## src/rtl/fifo_pkg.sv

```systemverilog
// Shared sizing helpers and error-bit encoding for the single-clock flagged FIFO.
// No logic, so no latency.
// No flow control lives here.
package fifo_pkg;

    // Address width of a power-of-two FIFO with the given depth
    function automatic int addr_w(input int depth);
        return $clog2(depth);
    endfunction

    // Pointer and occupancy width: one extra bit so "full" and "empty" are distinct
    function automatic int cnt_w(input int depth);
        return $clog2(depth) + 1;
    endfunction

    // Number of sticky error bits
    localparam int ERR_W = 2;

    // Bit positions inside the sticky error register
    typedef enum logic [0:0] {
        ERR_OVF = 1'b0,
        ERR_UDF = 1'b1
    } err_bit_e;

endpackage : fifo_pkg

```

## src/rtl/fifo_mem.sv

```systemverilog
// Simple dual-port register array: one synchronous write port, one asynchronous read port.
// Write lands on the rising edge; read data follows raddr combinationally.
// No backpressure; the caller decides when to write. Contents are not reset.
module fifo_mem #(
    parameter int DATA_WIDTH = 8,
    parameter int DEPTH      = 8,
    parameter int ADDR_W     = $clog2(DEPTH)
) (
    input  logic                  clk,
    input  logic                  we,
    input  logic [ADDR_W-1:0]     waddr,
    input  logic [DATA_WIDTH-1:0] wdata,
    input  logic [ADDR_W-1:0]     raddr,
    output logic [DATA_WIDTH-1:0] rdata
);

    logic [DATA_WIDTH-1:0] mem [DEPTH];

    // Storage write; no reset so the array maps onto plain flops or LUT RAM
    always_ff @(posedge clk) begin
        if (we) begin
            mem[waddr] <= wdata;
        end
    end

    assign rdata = mem[raddr];

endmodule : fifo_mem

```

## src/rtl/sync_fifo_flags.sv

```systemverilog
// Single-clock FIFO with occupancy count, almost-full/almost-empty thresholds and sticky error flags.
// Read latency 1 cycle (registered data_out); 0 cycles when FIFO_FWFT_EN is defined (first-word-fall-through).
// Writes blocked while full, reads blocked while empty (registered flags only); blocked attempts set sticky errors.
module sync_fifo_flags
    import fifo_pkg::*;
#(
    parameter int DATA_WIDTH = 8,
    parameter int DEPTH      = 8,
    parameter int AF_THRESH  = DEPTH - 2,
    parameter int AE_THRESH  = 2
) (
    input  logic                      clk,
    input  logic                      rstn,
    input  logic                      w_en,
    input  logic                      r_en,
    input  logic [DATA_WIDTH-1:0]     data_in,
    input  logic                      err_clr,
    output logic [DATA_WIDTH-1:0]     data_out,
    output logic                      full,
    output logic                      empty,
    output logic                      almost_full,
    output logic                      almost_empty,
    output logic [cnt_w(DEPTH)-1:0]   count,
    output logic                      overflow,
    output logic                      underflow
);

    localparam int ADDR_W = addr_w(DEPTH);
    localparam int CNT_W  = cnt_w(DEPTH);

    // Pointer = wrap bit above the array address; the wrap bit lets the
    // plain difference of two pointers give occupancy 0..DEPTH.
    typedef struct packed {
        logic              wrap;
        logic [ADDR_W-1:0] addr;
    } ptr_t;

    ptr_t wr_ptr;
    ptr_t rd_ptr;
    ptr_t wr_ptr_nxt;
    ptr_t rd_ptr_nxt;

    logic                  wr_ok;
    logic                  rd_ok;
    logic [CNT_W-1:0]      count_nxt;
    logic [ERR_W-1:0]      err_q;
    logic [ERR_W-1:0]      err_nxt;
    logic [DATA_WIDTH-1:0] mem_rdata;

    // Accept decisions use only the registered flags, so a read in the same
    // cycle never frees room for a write while full (and vice versa).
    assign wr_ok = w_en && !full;
    assign rd_ok = r_en && !empty;

    assign wr_ptr_nxt = wr_ok ? ptr_t'(CNT_W'(wr_ptr) + CNT_W'(1)) : wr_ptr;
    assign rd_ptr_nxt = rd_ok ? ptr_t'(CNT_W'(rd_ptr) + CNT_W'(1)) : rd_ptr;

    // Occupancy is the pointer distance; it is a pure function of registers,
    // and the next-state version feeds the registered flags.
    assign count     = CNT_W'(wr_ptr)     - CNT_W'(rd_ptr);
    assign count_nxt = CNT_W'(wr_ptr_nxt) - CNT_W'(rd_ptr_nxt);

    // Pointer registers advance only on accepted operations
    always_ff @(posedge clk or negedge rstn) begin
        if (!rstn) begin
            wr_ptr <= '0;
            rd_ptr <= '0;
        end else begin
            wr_ptr <= wr_ptr_nxt;
            rd_ptr <= rd_ptr_nxt;
        end
    end

    // Status flags registered from next-state occupancy so they are glitch-free
    // and valid the cycle after the accepting edge
    always_ff @(posedge clk or negedge rstn) begin
        if (!rstn) begin
            full         <= 1'b0;
            empty        <= 1'b1;
            almost_full  <= 1'b0;
            almost_empty <= 1'b1;
        end else begin
            full         <= (count_nxt == CNT_W'(DEPTH));
            empty        <= (count_nxt == '0);
            almost_full  <= (count_nxt >= CNT_W'(AF_THRESH));
            almost_empty <= (count_nxt <= CNT_W'(AE_THRESH));
        end
    end

    // Sticky error next state: clear first, then a fresh error overrides the clear
    always_comb begin
        err_nxt = err_clr ? '0 : err_q;
        if (w_en && full) begin
            err_nxt[ERR_OVF] = 1'b1;
        end
        if (r_en && empty) begin
            err_nxt[ERR_UDF] = 1'b1;
        end
    end

    // Sticky error register
    always_ff @(posedge clk or negedge rstn) begin
        if (!rstn) begin
            err_q <= '0;
        end else begin
            err_q <= err_nxt;
        end
    end

    assign overflow  = err_q[ERR_OVF];
    assign underflow = err_q[ERR_UDF];

    fifo_mem #(
        .DATA_WIDTH (DATA_WIDTH),
        .DEPTH      (DEPTH),
        .ADDR_W     (ADDR_W)
    ) u_mem (
        .clk   (clk),
        .we    (wr_ok),
        .waddr (wr_ptr.addr),
        .wdata (data_in),
        .raddr (rd_ptr.addr),
        .rdata (mem_rdata)
    );

`ifdef FIFO_FWFT_EN
    // Head of queue is always visible; forced to zero when nothing is stored
    assign data_out = empty ? '0 : mem_rdata;
`else
    // Registered read: capture the head on an accepted read, hold otherwise
    always_ff @(posedge clk or negedge rstn) begin
        if (!rstn) begin
            data_out <= '0;
        end else if (rd_ok) begin
            data_out <= mem_rdata;
        end
    end
`endif

endmodule : sync_fifo_flags

```

## config.mk

```make
export PLATFORM = sky130hd
export DESIGN_NAME = sync_fifo_flags
export DESIGN_NICKNAME = d
export VERILOG_FILES = /design/src/rtl/fifo_pkg.sv /design/src/rtl/fifo_mem.sv /design/src/rtl/sync_fifo_flags.sv
export SDC_FILE = /design/constraint.sdc
export NUM_CORES = 1
export LEC_CHECK = 0
export ABC_AREA = 1
export CORE_MARGIN = 1
export CORE_UTILIZATION = 60
export CTS_CLUSTER_SIZE = 24
export DETAILED_ROUTE_END_ITERATION = 10
export PLACE_DENSITY_LB_ADDON = 0.1
export SETUP_SLACK_MARGIN = 0.3
export SYNTH_ARGS = -nofsm -noshare
export SYNTH_HDL_FRONTEND = slang
export SYNTH_SLANG_ARGS = --single-unit
```

## constraint.sdc

```tcl
create_clock -name clk -period 5.8 [get_ports clk]
set_input_delay 1.74 -clock clk [delete_from_list [all_inputs] [get_ports clk]]
set_output_delay 1.74 -clock clk [all_outputs]
set_load 0.05 [all_outputs]
```

==> summary.md <==
| Metric | Value |
|---|---|
| Worst-path clk slew | `0.08 ns` |
| Synth area leaders | `edfxtp_1, dfrtp_1, nand2_1` |
| Post-synth cell types | `32` |
| Yosys reg bits | `86` |
| CTS Root Cell | `clkbuf_8` |
| Fin Clk Skew | `0.00883 ns` |
| Synth top area share | `51.3%` |
| Longest Clk Path Bufs | `2` |
| Initial antenna violation count | `0` |
| Post-synth top area cell | `edfxtp_1` |
| Routed WL | `7810 um` |
| CP Capture Point | `count[3]` |
| Cts hold-fix bufs | `0` |
| Nets in the synthesized netlist | `351` |
| Largest net degree at the start of global routing | `38` |
| Cell Pwr Density | `581 mW/mm2` |
| Gp weighted congestion | `0.818` |
| Seq pwr share | `35.3%` |
| Clk pwr share | `18.1%` |
| Skew-Pair Late Insertion Delay | `0.35 ns` |
| RSZ-0062 raised after global routing | `false` |
| Max-Cap Viols | `0` |
| Status | `complete, no violations` |
| Global-route wire length before repair | `12100 um` |
| Int Pwr | `0.00141 W` |
| Leakage | `1.67 nW` |
| Via count | `2497` |
| DRC viols | `0` |
| Cell area after synthesis | `0.00375 mm2` |
| Post-detail-place hpwl | `4830 um` |
| I/O Buffers | `30` |
| Switching portion of total power | `43.5%` |
| FF-to-FF path depth | `10` |
| H-tree depth | `3` |
| Core area | `0.00596 mm2` |
| Max Fclk | `214 MHz` |
| Setup TNS Final | `0 ns` |
| Nature of the critical path startpoint | `flip-flop` |
| Syn avg cell area | `11.4 um2` |
| NetSw | `0.00109 W` |
| Source of the critical timing path | `rd_ptr[1]` |
| Grt total ovfl | `0` |
| Antenna Cells | `0` |
| Cells after Synth | `328` |
| Layout overhead on the synthesized area | `14.8%` |
| GRT Util Overall | `26.9%` |
| DRT iter0 DRCs | `268` |
| Row count | `28` |
| Worst hold-check path type | `flip-flop to flip-flop` |
| Critical path fanouts, max | `21` |
| Clk sink count | `86` |
| Final #Nets | `382` |
| Final Setup Violations | `0` |
| Die ar. | `0.00656 mm2` |
| Critical Path AT | `2.93 ns` |
| Vias in the first global route | `2342` |
| Yosys warns | `0` |
| Sequential fraction of the synthesis area | `66.1%` |
| Max VDD drop | `0.401 mV` |
| Slew Limit Fails | `0` |
| Number of iterations in the first detailed-routing pass | `6` |
| Layout cell share with drive strength beyond 1 | `9.89%` |
| Initial core utilization | `62.9%` |
| Boundary Pins | `31` |
| Fin crit period | `4.67 ns` |
| Crit share post-route | `80.5%` |
| Crit Path Category | `flip-flop to output port` |
| Detail Route Antenna Nets | `0` |
| Critical R2R Launch | `rd_ptr[0]` |
| Post-cts sizing count | `0` |
| R2R Setup Slk | `3.19 ns` |
| Total CTS buffers | `9` |
| Critical R2R Capture | `almost_full` |
| Die height | `81.0 um` |
| Hold slack | `0.481 ns` |
| Post-CTS Setup Bufs | `0` |
| Die Wd | `81.0 um` |
| CTS tree | `yes` |
| Via density | `5.69` |
| Nature of the critical path endpoint | `output port` |
| Least-Margin Pin Slew | `1.10 ns` |
| Routed len/inst | `17.8 um` |
| Slew headroom | `26.2%` |
| Final hold vios | `0` |
| Gate power share | `46.5%` |
| CP Data Required Time | `4.06 ns` |
## per-stage QoR
step           setup WS [ns]  util [%]  instances  power, W  cell area, um2
2_1_floorplan           2.03         -        328   0.00172            3750
3_3_place_gp            1.60      68.6        423   0.00202            4090
3_5_place_dp            1.53      68.6        423   0.00204            4090
4_1_cts                 1.14      72.2        439   0.00250            4300
5_1_grt                0.980      72.2        439   0.00265            4300
6_report                1.13      72.2        439   0.00250            4300
## synth_stat cells (all sizes together)
cell type   n
a21oi       3
a31oi       1
buf         9
clkbuf      2
dfrtp      20
dfstp       2
edfxtp     64
fa          2
ha          8
inv        30
nand2      76
nand3      25
nand4       8
nor2       37
o211ai      8
o21ai      24
o21bai      1
o22ai       1
or2         1
xnor2       2
xor2        4
## power by group through the flow
stage	clock (W)	sequential [W]	combinational [W]
finish	0.000452	0.000883	0.00116
global route	0.000479	0.000896	0.00127
CTS	0.000455	0.000881	0.00116
detailed placement	0	0.000892	0.00115
global placement	0	0.000889	0.00113
floorplan	0	0.000990	0.000728
## state kept, by name (all words and copies together) (netlist names)
signal        cells
almost_empty      1
almost_full       1
data_out          8
empty             1
err_q             2
full              1
rd_ptr            4
u_mem.mem        64
wr_ptr            4
## routing by layer
metal,GRT usage (%),vias to the layer above,wire length [um]
met2,40.7,95,3530
met3,6.85,11,579
met4,9.46,0,126
li1,-,1175,-
met5,0,-,0
met1,38.1,1216,3570
## worst max-delay path: stages (launching register included)
cell and delay (ns):
dfrtp_1 0.86, inv_1 0.14, ha_1 0.33, nand2_1 0.04, o21ai_0 0.20, xor2_1 0.18
clkdlybuf4s50_1 0.82
## cell families after synthesis
| family | after synthesis | share of synthesized area [%] |
|---|---|---|
| and+or+nand+nor | 147 | 18.0 |
| buffers and inverters | 41 | 4.68 |
| adders and majority gates | 10 | 3.74 |
| DFF | 86 | 66.1 |
| AOI/OAI and AO/OA | 38 | 6.15 |
| xor gates and xnor gates | 6 | 1.40 |
## layout make-up
cell class / instances / area [um2]
clock buffer: 11 / 131
tap: 75 / 93.8
clock inverter: 5 / 85.1
fill: 432 / 1650
inverter: 30 / 113
multi-input combinational: 201 / 1100
timing repair buffer: 31 / 308
sequential: 86 / 2470
## how the worst min path moves through the flow
stage	end	from	cells after the start
6_report	data_out[3]	data_out[3]	2
5_1_grt	data_out[3]	data_out[3]	2
4_1_cts	data_out[3]	data_out[3]	2
3_5_place_dp	data_out[3]	data_out[3]	2
3_3_place_gp	data_out[2]	data_out[2]	2
2_1_floorplan	data_out[0]	u_mem.mem[0][0]	4
## layout by cell type (no fill, tap or decap), types with 4 or more instances in the layout
master            n
o21ai_1           7
nand3_1          22
edfxtp_1         64
clkdlybuf4s50_1  30
o211ai_1          8
ha_1              8
nand2_2           5
nor2_1           34
inv_1            27
nand2_1          69
nand4_1           8
clkbuf_8          9
dfrtp_1          20
o21ai_0          15
xor2_1            4
Note: power is estimated with default switching activity, not from simulation.
